File: src/rtl/img_pkg.sv
// Shared constants and types for the binary-image scan / conversion path.
package img_pkg;

  localparam int unsigned DEF_IMG_W = 64;
  localparam int unsigned DEF_IMG_H = 64;
  localparam int unsigned DEF_PIX_W = 8;
  localparam int unsigned FRAME_PIX = DEF_IMG_W * DEF_IMG_H;

  typedef enum logic [1:0] {
    StIdle,
    StRun,
    StDrain,
    StDone
  } scan_state_t;

  // Counter width that stays legal when the range collapses to a single value.
  function automatic int unsigned clog2_min1(input int unsigned v);
    return (v > 1) ? $clog2(v) : 1;
  endfunction

endpackage

File: src/rtl/pix_skid_fifo.sv
// Two-entry pixel FIFO; the head is read straight from a storage register.
module pix_skid_fifo #(
  parameter int unsigned PIX_W = 8
) (
  input  logic             clk,
  input  logic             rst,
  input  logic             push,
  input  logic [PIX_W-1:0] din,
  input  logic             pop,
  input  logic             flush,
  output logic [PIX_W-1:0] dout,
  output logic [1:0]       count,
  output logic             empty,
  output logic             full
);

  logic [PIX_W-1:0] mem_q [2];
  logic [PIX_W-1:0] mem_d [2];
  logic             rd_ptr_q, rd_ptr_d;
  logic             wr_ptr_q, wr_ptr_d;
  logic [1:0]       count_q, count_d;
  logic             do_push, do_pop;

  always_comb begin
    empty    = (count_q == 2'd0);
    full     = (count_q == 2'd2);
    count    = count_q;
    dout     = mem_q[rd_ptr_q];
    do_pop   = pop && !empty;
    do_push  = push && (!full || do_pop);
    mem_d    = mem_q;
    rd_ptr_d = rd_ptr_q;
    wr_ptr_d = wr_ptr_q;
    count_d  = count_q;
    if (do_push) begin
      mem_d[wr_ptr_q] = din;
      wr_ptr_d        = ~wr_ptr_q;
    end
    if (do_pop) begin
      rd_ptr_d = ~rd_ptr_q;
    end
    case ({do_push, do_pop})
      2'b10:   count_d = count_q + 2'd1;
      2'b01:   count_d = count_q - 2'd1;
      default: count_d = count_q;
    endcase
    if (flush) begin
      rd_ptr_d = 1'b0;
      wr_ptr_d = 1'b0;
      count_d  = 2'd0;
    end
  end

  always_ff @(posedge clk) begin
    if (!rst) begin
      mem_q[0] <= '0;
      mem_q[1] <= '0;
      rd_ptr_q <= 1'b0;
      wr_ptr_q <= 1'b0;
      count_q  <= 2'd0;
    end else begin
      mem_q    <= mem_d;
      rd_ptr_q <= rd_ptr_d;
      wr_ptr_q <= wr_ptr_d;
      count_q  <= count_d;
    end
  end

endmodule

File: src/rtl/bin_img_scan_ctrl.sv
// Raster-scans one binary image from pixel memory and streams it to the converter
// with valid/ready, frame/line markers and credit-based backpressure.
module bin_img_scan_ctrl
  import img_pkg::*;
#(
  parameter int unsigned IMG_W  = DEF_IMG_W,
  parameter int unsigned IMG_H  = DEF_IMG_H,
  parameter int unsigned ADDR_W = 12,
  parameter int unsigned PIX_W  = DEF_PIX_W
) (
  input  logic              clk,
  input  logic              rst,
  input  logic              start,
  input  logic              abort,
  output logic              busy,
  output logic              done,
  output logic              mem_rd_en,
  output logic [ADDR_W-1:0] mem_addr,
  input  logic [PIX_W-1:0]  mem_rd_data,
  output logic [PIX_W-1:0]  pix_out,
  output logic              pix_valid,
  input  logic              pix_ready,
  output logic              sof,
  output logic              eol,
  output logic              eof
);

  localparam int unsigned FrameLen = IMG_W * IMG_H;
  localparam int unsigned ColW     = clog2_min1(IMG_W);
  localparam int unsigned RowW     = clog2_min1(IMG_H);
  localparam logic [ADDR_W-1:0] LastAddr = ADDR_W'(FrameLen - 1);
  localparam logic [ColW-1:0]   LastCol  = ColW'(IMG_W - 1);
  localparam logic [RowW-1:0]   LastRow  = RowW'(IMG_H - 1);

  scan_state_t       state_q, state_d;
  logic [ADDR_W-1:0] rd_addr_q, rd_addr_d;
  logic [ColW-1:0]   col_q, col_d;
  logic [RowW-1:0]   row_q, row_d;
  logic              inflight_q, inflight_d;

  logic [PIX_W-1:0]  fifo_dout;
  logic [1:0]        fifo_count;
  logic              fifo_empty, fifo_full;
  logic              kill, pop, last_read;
  logic [2:0]        occ;

  pix_skid_fifo #(
    .PIX_W (PIX_W)
  ) u_fifo (
    .clk   (clk),
    .rst   (rst),
    .push  (inflight_q),
    .din   (mem_rd_data),
    .pop   (pop),
    .flush (kill),
    .dout  (fifo_dout),
    .count (fifo_count),
    .empty (fifo_empty),
    .full  (fifo_full)
  );

  // Datapath and host/stream outputs.
  always_comb begin
    kill      = abort && (state_q != StIdle);
    pix_valid = !fifo_empty;
    pop       = pix_valid && pix_ready;
    // Slots already claimed: stored pixels plus the read whose data is on its way back.
    occ       = {1'b0, fifo_count} + {2'b00, inflight_q} - {2'b00, pop};
    mem_rd_en = (state_q == StRun) && (occ < 3'd2);
    mem_addr  = rd_addr_q;
    last_read = mem_rd_en && (rd_addr_q == LastAddr);
    pix_out   = pix_valid ? fifo_dout : '0;
    sof       = pix_valid && (col_q == '0) && (row_q == '0);
    eol       = pix_valid && (col_q == LastCol);
    eof       = eol && (row_q == LastRow);
    busy      = (state_q == StRun) || (state_q == StDrain);
    done      = (state_q == StDone);
  end

  // Next-state logic.
  always_comb begin
    state_d    = state_q;
    rd_addr_d  = rd_addr_q;
    col_d      = col_q;
    row_d      = row_q;
    inflight_d = mem_rd_en;

    unique case (state_q)
      StIdle:  if (start) state_d = StRun;
      StRun:   if (last_read) state_d = StDrain;
      StDrain: if (pop && eof) state_d = StDone;
      StDone:  state_d = StIdle;
      default: state_d = StIdle;
    endcase

    if (mem_rd_en) begin
      rd_addr_d = last_read ? '0 : rd_addr_q + ADDR_W'(1);
    end

    if (pop) begin
      if (col_q == LastCol) begin
        col_d = '0;
        row_d = (row_q == LastRow) ? '0 : row_q + RowW'(1);
      end else begin
        col_d = col_q + ColW'(1);
      end
    end

    // Abort also drops the read issued this cycle so its data is never pushed.
    if (kill) begin
      state_d    = StIdle;
      rd_addr_d  = '0;
      col_d      = '0;
      row_d      = '0;
      inflight_d = 1'b0;
    end
  end

  always_ff @(posedge clk) begin
    if (!rst) begin
      state_q    <= StIdle;
      rd_addr_q  <= '0;
      col_q      <= '0;
      row_q      <= '0;
      inflight_q <= 1'b0;
    end else begin
      state_q    <= state_d;
      rd_addr_q  <= rd_addr_d;
      col_q      <= col_d;
      row_q      <= row_d;
      inflight_q <= inflight_d;
    end
  end

endmodule

File: config.mk
export PLATFORM = sky130hd
export DESIGN_NAME = bin_img_scan_ctrl
export DESIGN_NICKNAME = d
export VERILOG_FILES = /design/src/rtl/img_pkg.sv /design/src/rtl/pix_skid_fifo.sv /design/src/rtl/bin_img_scan_ctrl.sv
export SDC_FILE = /design/constraint.sdc
export NUM_CORES = 1
export LEC_CHECK = 0
export ABC_CLOCK_PERIOD_IN_PS = 3580
export BUFFER_PORTS_ARGS = -buffer_cell sky130_fd_sc_hd__buf_2
export CAP_MARGIN = 20
export CORE_UTILIZATION = 55
export DETAILED_ROUTE_END_ITERATION = 7
export GPL_TIMING_DRIVEN = 0
export PLACE_DENSITY = 0.86
export SYNTH_ARGS = -nofsm -noshare
export SYNTH_HDL_FRONTEND = slang
export SYNTH_SLANG_ARGS = --single-unit
export TNS_END_PERCENT = 1
File: constraint.sdc
create_clock -name clk -period 3.58 [get_ports clk]
set_clock_uncertainty 0.05 [all_clocks]
set_input_delay 0.358 -clock clk [delete_from_list [all_inputs] [get_ports clk]]
set_output_delay 0.358 -clock clk [all_outputs]
set_load 0.02 [all_outputs]
# == Word level (Yosys, flattened, before mapping) ==
# Index checks and enable logic that the tools add are counted.
# word_totals
wordCells,78
ff_bits,47
in_bits,13
# op_classes
n_eq_ne,12
n_bitwise,5
n_reduce_logical,25
add_sub_neg,7
n_mux,15
order_cmp,4
# op_table
cell,count
$mux W8,5
$bwmux W16,1
$add A12 B1 Y12 const B,1
$add A6 B1 Y6 const B,2
$eq A12 B12 Y1 const B,1
$eq A6 B6 Y1 const B,2
$logic_and A1 B1 Y1,12
$logic_not A6 Y1,2
$mux W12,1
$mux W6,2
$demux W8 S1,1
$eq A2 B2 Y1 const B,4
$pmux W2 S4,1
$mux W2,3
$eq A2 B1 Y1 const B,2
$ge A2 B2 Y1 const B,2
$logic_not A2 Y1,2
$ne A2 B2 Y1 const B,2
$not A1 Y2,2
$pmux W2 S2,1
$reduce_bool A2 Y1,2
$add A2 B1 Y3,1
$lt A3 B2 Y1 const B,1
$not A1 Y1,3
other kinds (10),12

# == Longest topological paths before layout ==
# logic_depth
ltp_word,9
ltp_mapped,15
mapped_depth_nobuf,13

# == By module ==
# From an unflattened synthesis, not the netlist that was laid out.
# hier_totals
cells_unflattened,276
area_unflattened_um2,2407.3
# by_module_without_submodules
module,cells_each,area_per_inst_um2,seq_area_each_um2,instances
bin_img_scan_ctrl,178,1473.9,540.5,1
pix_skid_fifo,98,933.4,400.4,1

# == Worst setup path before layout ==
# No wires, ideal clock.
# synth_timing
kind,flip-flop to flip-flop
start,"reg u_fifo.count_q[0], in the netlist u_fifo.count[0]"
end,"reg rd_addr_q[4], in the netlist mem_addr[4]"
path_buffers,2
period_less_slack_ns,2.986
setup_time_ns,0.119
path_slack_ns,0.594
arrival_time_ns,2.817
stages_incl_launch_ff,16
required_ns,3.411
path_cell_list,dfxtp_1 > buf_4 > nor2_2 > clkinv_2 > nand2_4 > clkinv_4 > ha_1 > nand2b_1 > fa_1 > xor2_1 > or2_2 > buf_2 > inv_1 > nand4_1 > xor2_1 > nor2_1
# synth_via
elab_chain_len,8
word_cells_on_any_way,9
# synth_rtl
element,line,text
start: declaration,pix_skid_fifo.sv:21,"logic [1:0] count_q, count_d;"
start signal: assignment,pix_skid_fifo.sv:65,count_q <= count_d;
$logic_not A2 Y1 (*),pix_skid_fifo.sv:25,empty = (count_q == 2'd0);
$logic_not A1 Y1 (*),bin_img_scan_ctrl.sv:65,pix_valid = !fifo_empty;
net pix_valid,bin_img_scan_ctrl.sv:21,"output logic pix_valid,"
$logic_and A1 B1 Y1 (*),bin_img_scan_ctrl.sv:66,pop = pix_valid && pix_ready;
net pop,bin_img_scan_ctrl.sv:44,"logic kill, pop, last_read;"
$sub A3 B1 Y3 (*),bin_img_scan_ctrl.sv:68,"occ = {1'b0, fifo_count} + {2'b00, inflight_q} - {2'b00, pop};"
$lt A3 B2 Y1 (*),bin_img_scan_ctrl.sv:69,mem_rd_en = (state_q == StRun) && (occ < 3'd2);
$logic_and A1 B1 Y1 (*),bin_img_scan_ctrl.sv:69,
net mem_rd_en,bin_img_scan_ctrl.sv:17,"output logic mem_rd_en,"
$logic_and A1 B1 Y1,bin_img_scan_ctrl.sv:71,last_read = mem_rd_en && (rd_addr_q == LastAddr);
$mux W12,bin_img_scan_ctrl.sv:97,rd_addr_d = last_read ? '0 : rd_addr_q + ADDR_W'(1);
end signal: assignment,bin_img_scan_ctrl.sv:128,rd_addr_q <= rd_addr_d;
end: declaration,bin_img_scan_ctrl.sv:36,"logic [ADDR_W-1:0] rd_addr_q, rd_addr_d;"
# The timed path passes the listed nets; every way through them passes the cells marked *.
# A chain may end at the register's enable or synchronous reset.

# == Final worst setup path ==
# layout_timing
start,"reg u_fifo.count_q[0], in the netlist u_fifo.count[0]"
end,out mem_rd_en
# layout_via
elab_chain_len,6
word_cells_on_any_way,7
# layout_rtl
element,line
$logic_not A2 Y1,pix_skid_fifo.sv:25
$logic_not A1 Y1,bin_img_scan_ctrl.sv:65
$logic_and A1 B1 Y1,bin_img_scan_ctrl.sv:66
net pop,bin_img_scan_ctrl.sv:44
$sub A3 B1 Y3,bin_img_scan_ctrl.sv:68
$lt A3 B2 Y1,bin_img_scan_ctrl.sv:69
$logic_and A1 B1 Y1,bin_img_scan_ctrl.sv:69
end: declaration,bin_img_scan_ctrl.sv:17
# The timed path passes the listed nets, and every way through them passes these cells.

==> flow_summary.toml <==
[sta]
slew_violations = 0
slew_headroom = 0.553
setup_viol = 0
rsz0062_at_grt = "no"
setup_tns_ns = 0
hold_ws_ns = 0.280
finalHoldViolCount = 0
min_period_ns = 3.42
fmax_mhz = 293
period_share = 0.954
worst_pin_slew_ns = 0.670

[finish]
final_util = 0.674
regArea_sq_um = 941
final_area_sq_um = 2720
drive_gt1_frac = 0.199
insertedDiodeCount = 0
multiInputGateArea_sq_um = 1300
final_net_count = 325
nFillCells = 324
synthToLayoutAreaGrowth_pct = 16.3

[power_and_ir_drop]
p_leak_uw = 0.00115
ir_drop_v = 0.000280
power_uw = 1590
p_per_area_nw_per_um2 = 584

[drt]
firstDrtPassIters = 4
avgRoutedWirePerCell_um = 13.3
vias_per_cell = 5.33
wirelength_um = 4660
drt-initial-drc-count = 73
drc = 0
via_count = 1872
ant_nets = 0

[min_path]
min_path_type = "in2reg"

[worst_setup_path]
crit_end = "mem_rd_en"
r2r_cells = 13
startpoint_type = "flop"
rr_startpoint = "u_fifo.count[0]"
worstReg2RegEnd = "state_q[1]"
critPathKind = "reg2out"
critPathLaunch = "u_fifo.count[0]"
critPathSlowestCell = "fa_1"
cp_common_cell = "buf_2"
worst-r2r-setup-slack_ns = 0.42
worstPathMaxFanout = 11
required_ns = 3.17
cp_cell_sequence = "buf_4 > nor2_4 > clkinv_2 > nand2_4 > clkinv_4 > ha_1 > nand2b_1 > fa_1 > xor2_1 > or2_2 > buf_2 > inv_1 > buf_2"
critPathArrivalTime_ns = 3.01
max_stage_delay_ns = 0.39
end_kind = "primary output"

[synthesis]
synth_area_leaders = "dfxtp_1, mux2i_1, xor2_1, ha_1, nor2_1"
avgSynthCellArea_sq_um = 9.19
synth_nets = 279
yosysSeqAreaShare = 0.403
synth_top_cell_area_share = 0.403
synth_top_area_cell = "dfxtp_1"
yosysWarnings = 0
synthCells = 254
synth_edf_count = 0
synth-seq-cells = 47
synth_flop_cell = "dfxtp_1"
synthArstFlopShare = 0
synth.distinct_cells = 41
synthesis.area_sq_um = 2330

[cts]
insertion_delay_ns = 0.30
cts_hold_buf = 0
clk_pin_slew_ns = 0.08
postCtsSetupBuffers = 0
clockBufferDepth = 2
h-tree-depth = 2
clock-sinks = 47
cts_made_buffers = 5
tritoncts = "yes"
root_buffer = "clkbuf_8"

[floorplanning]
die_h_um = 67.2
start_util = 0.580
coreArea_sq_um = 4030
ios = 40
die_area_sq_um = 4510
core.rowCount = 23
die_w_um = 67.2

[grt]
grt_start_max_net_pins = 15
grt_pass1_wl_um = 7510
track_usage = 0.222
grt_pass1_vias = 1690
antenna_found_initial = 0
grt_overflow = 0

[flow_run]
cap_violations = 0

[placed_design]
routabilityCongestion = 0.780
detailed_place.area_sq_um = 2590
dp_hpwl_um = 3310
port_buffers = 39

[outcome]
outcome = "finished, final reports clean"
report_power, final:
| group | total (uW) | switching (uW) | internal [uW] | leakage [uW] |
|---|---|---|---|---|
| clock | 408 | 182 | 226 | 0.0000612 |
| sequential | 618 | 44.3 | 574 | 0.000380 |
| combinational | 561 | 353 | 207 | 0.000714 |
| total | 1590 | 579 | 1010 | 0.00115 |
routing by layer:
layer / vias to the layer above / share of wire / global-route usage
li1: 947 / - / -
met1: 889 / 0.48 / 0.286
met2: 32 / 0.48 / 0.365
met3: 4 / 0.031 / 0.0507
met4: 0 / 0.011 / 0.0718
met5: - / 0 / 0
layout by cell type (no fill, tap or decap), drive strengths merged, types with 5 or more instances in the layout:
cell / synthesis / layout
buf: 3 / 42
clkbuf: 5 / 11
nor3: 5 / 5
inv: 12 / 12
nand2: 20 / 20
xnor2: 7 / 7
nand4: 10 / 10
nand3: 7 / 7
xor2: 17 / 17
ha: 11 / 11
a21oi: 6 / 6
dfxtp: 47 / 47
nor2: 35 / 35
nor2b: 16 / 16
mux2i: 24 / 24
what timing repair did:
| action | in CTS | in global routing |
|---|---|---|
| gates resized for setup | 0 | 1 |
| endpoints found under the hold margin | 0 | 0 |
| endpoints found under the setup margin | 0 | 1 |
per-stage QoR:
stage	worst slack, ns	instances
floorplan	0.594	254
global placement	0.459	343
detailed placement	0.388	343
CTS	0.0705	351
global route	0.00325	351
finish	0.165	351
final cells by class:
cell class | count | area share
tap | 50 | 0.0230
clock buffer | 6 | 0.0304
clock inverter | 2 | 0.0129
multi-input combinational | 185 | 0.480
sequential | 47 | 0.347
inverter | 14 | 0.0217
timing repair buffer | 39 | 0.0719
buffer | 8 | 0.0134
synthesized netlist by cell type, types with 2 or more instances:
cell / instances
nor2_2: 2
nor2b_1: 16
and4_1: 2
ha_1: 11
buf_2: 2
a21oi_1: 6
inv_1: 12
nand4_1: 9
dfxtp_1: 47
o21ai_0: 3
nor4b_1: 2
nand2_1: 19
nand3_1: 7
xnor2_1: 7
xor2_1: 17
nor3_1: 4
nor4_1: 2
clkbuf_1: 5
and3_1: 4
mux2i_1: 24
nor2_1: 33
state kept, by name, summed over array words and instances, names as in the netlist:
signal	cells
col_q	6
inflight_q	1
mem_addr	12
row_q	6
state_q	2
u_fifo.count	2
u_fifo.mem_q	16
u_fifo.rd_ptr_q	1
u_fifo.wr_ptr_q	1
cell families (layout without fill, tap and decap cells):
group	Yosys count	count (layout)	share of synthesized area
AOI/OAI and AO/OA	17	17	0.0563
xor gates and xnor gates	24	24	0.0900
adders and majority gates	12	12	0.0675
buffers and inverters	22	69	0.0407
DFF	47	47	0.403
muxes	24	24	0.103
and+or+nand+nor	108	108	0.240
worst max-delay path, delay by kind of cell (launching register included):
family	cells	cell delay, ns
xor gates and xnor gates	1	0.21
DFF	1	0.31
buffers and inverters	6	0.81
adders and majority gates	2	0.67
and+or+nand+nor	4	0.69
worst min-delay path by stage:
stage	endpoint	slack, ns	start	cells after the start
after floorplan	row_q[1]	0.41	row_q[1]	2
after global placement	row_q[1]	0.42	row_q[1]	2
after detailed placement	row_q[1]	0.43	row_q[1]	2
after CTS	u_fifo.mem_q[7]	0.28	mem_rd_data[7]	3
after global routing	u_fifo.mem_q[15]	0.28	mem_rd_data[7]	3
final	u_fifo.mem_q[7]	0.28	mem_rd_data[7]	3
No activity file was read; power rests on OpenSTA's default activity.
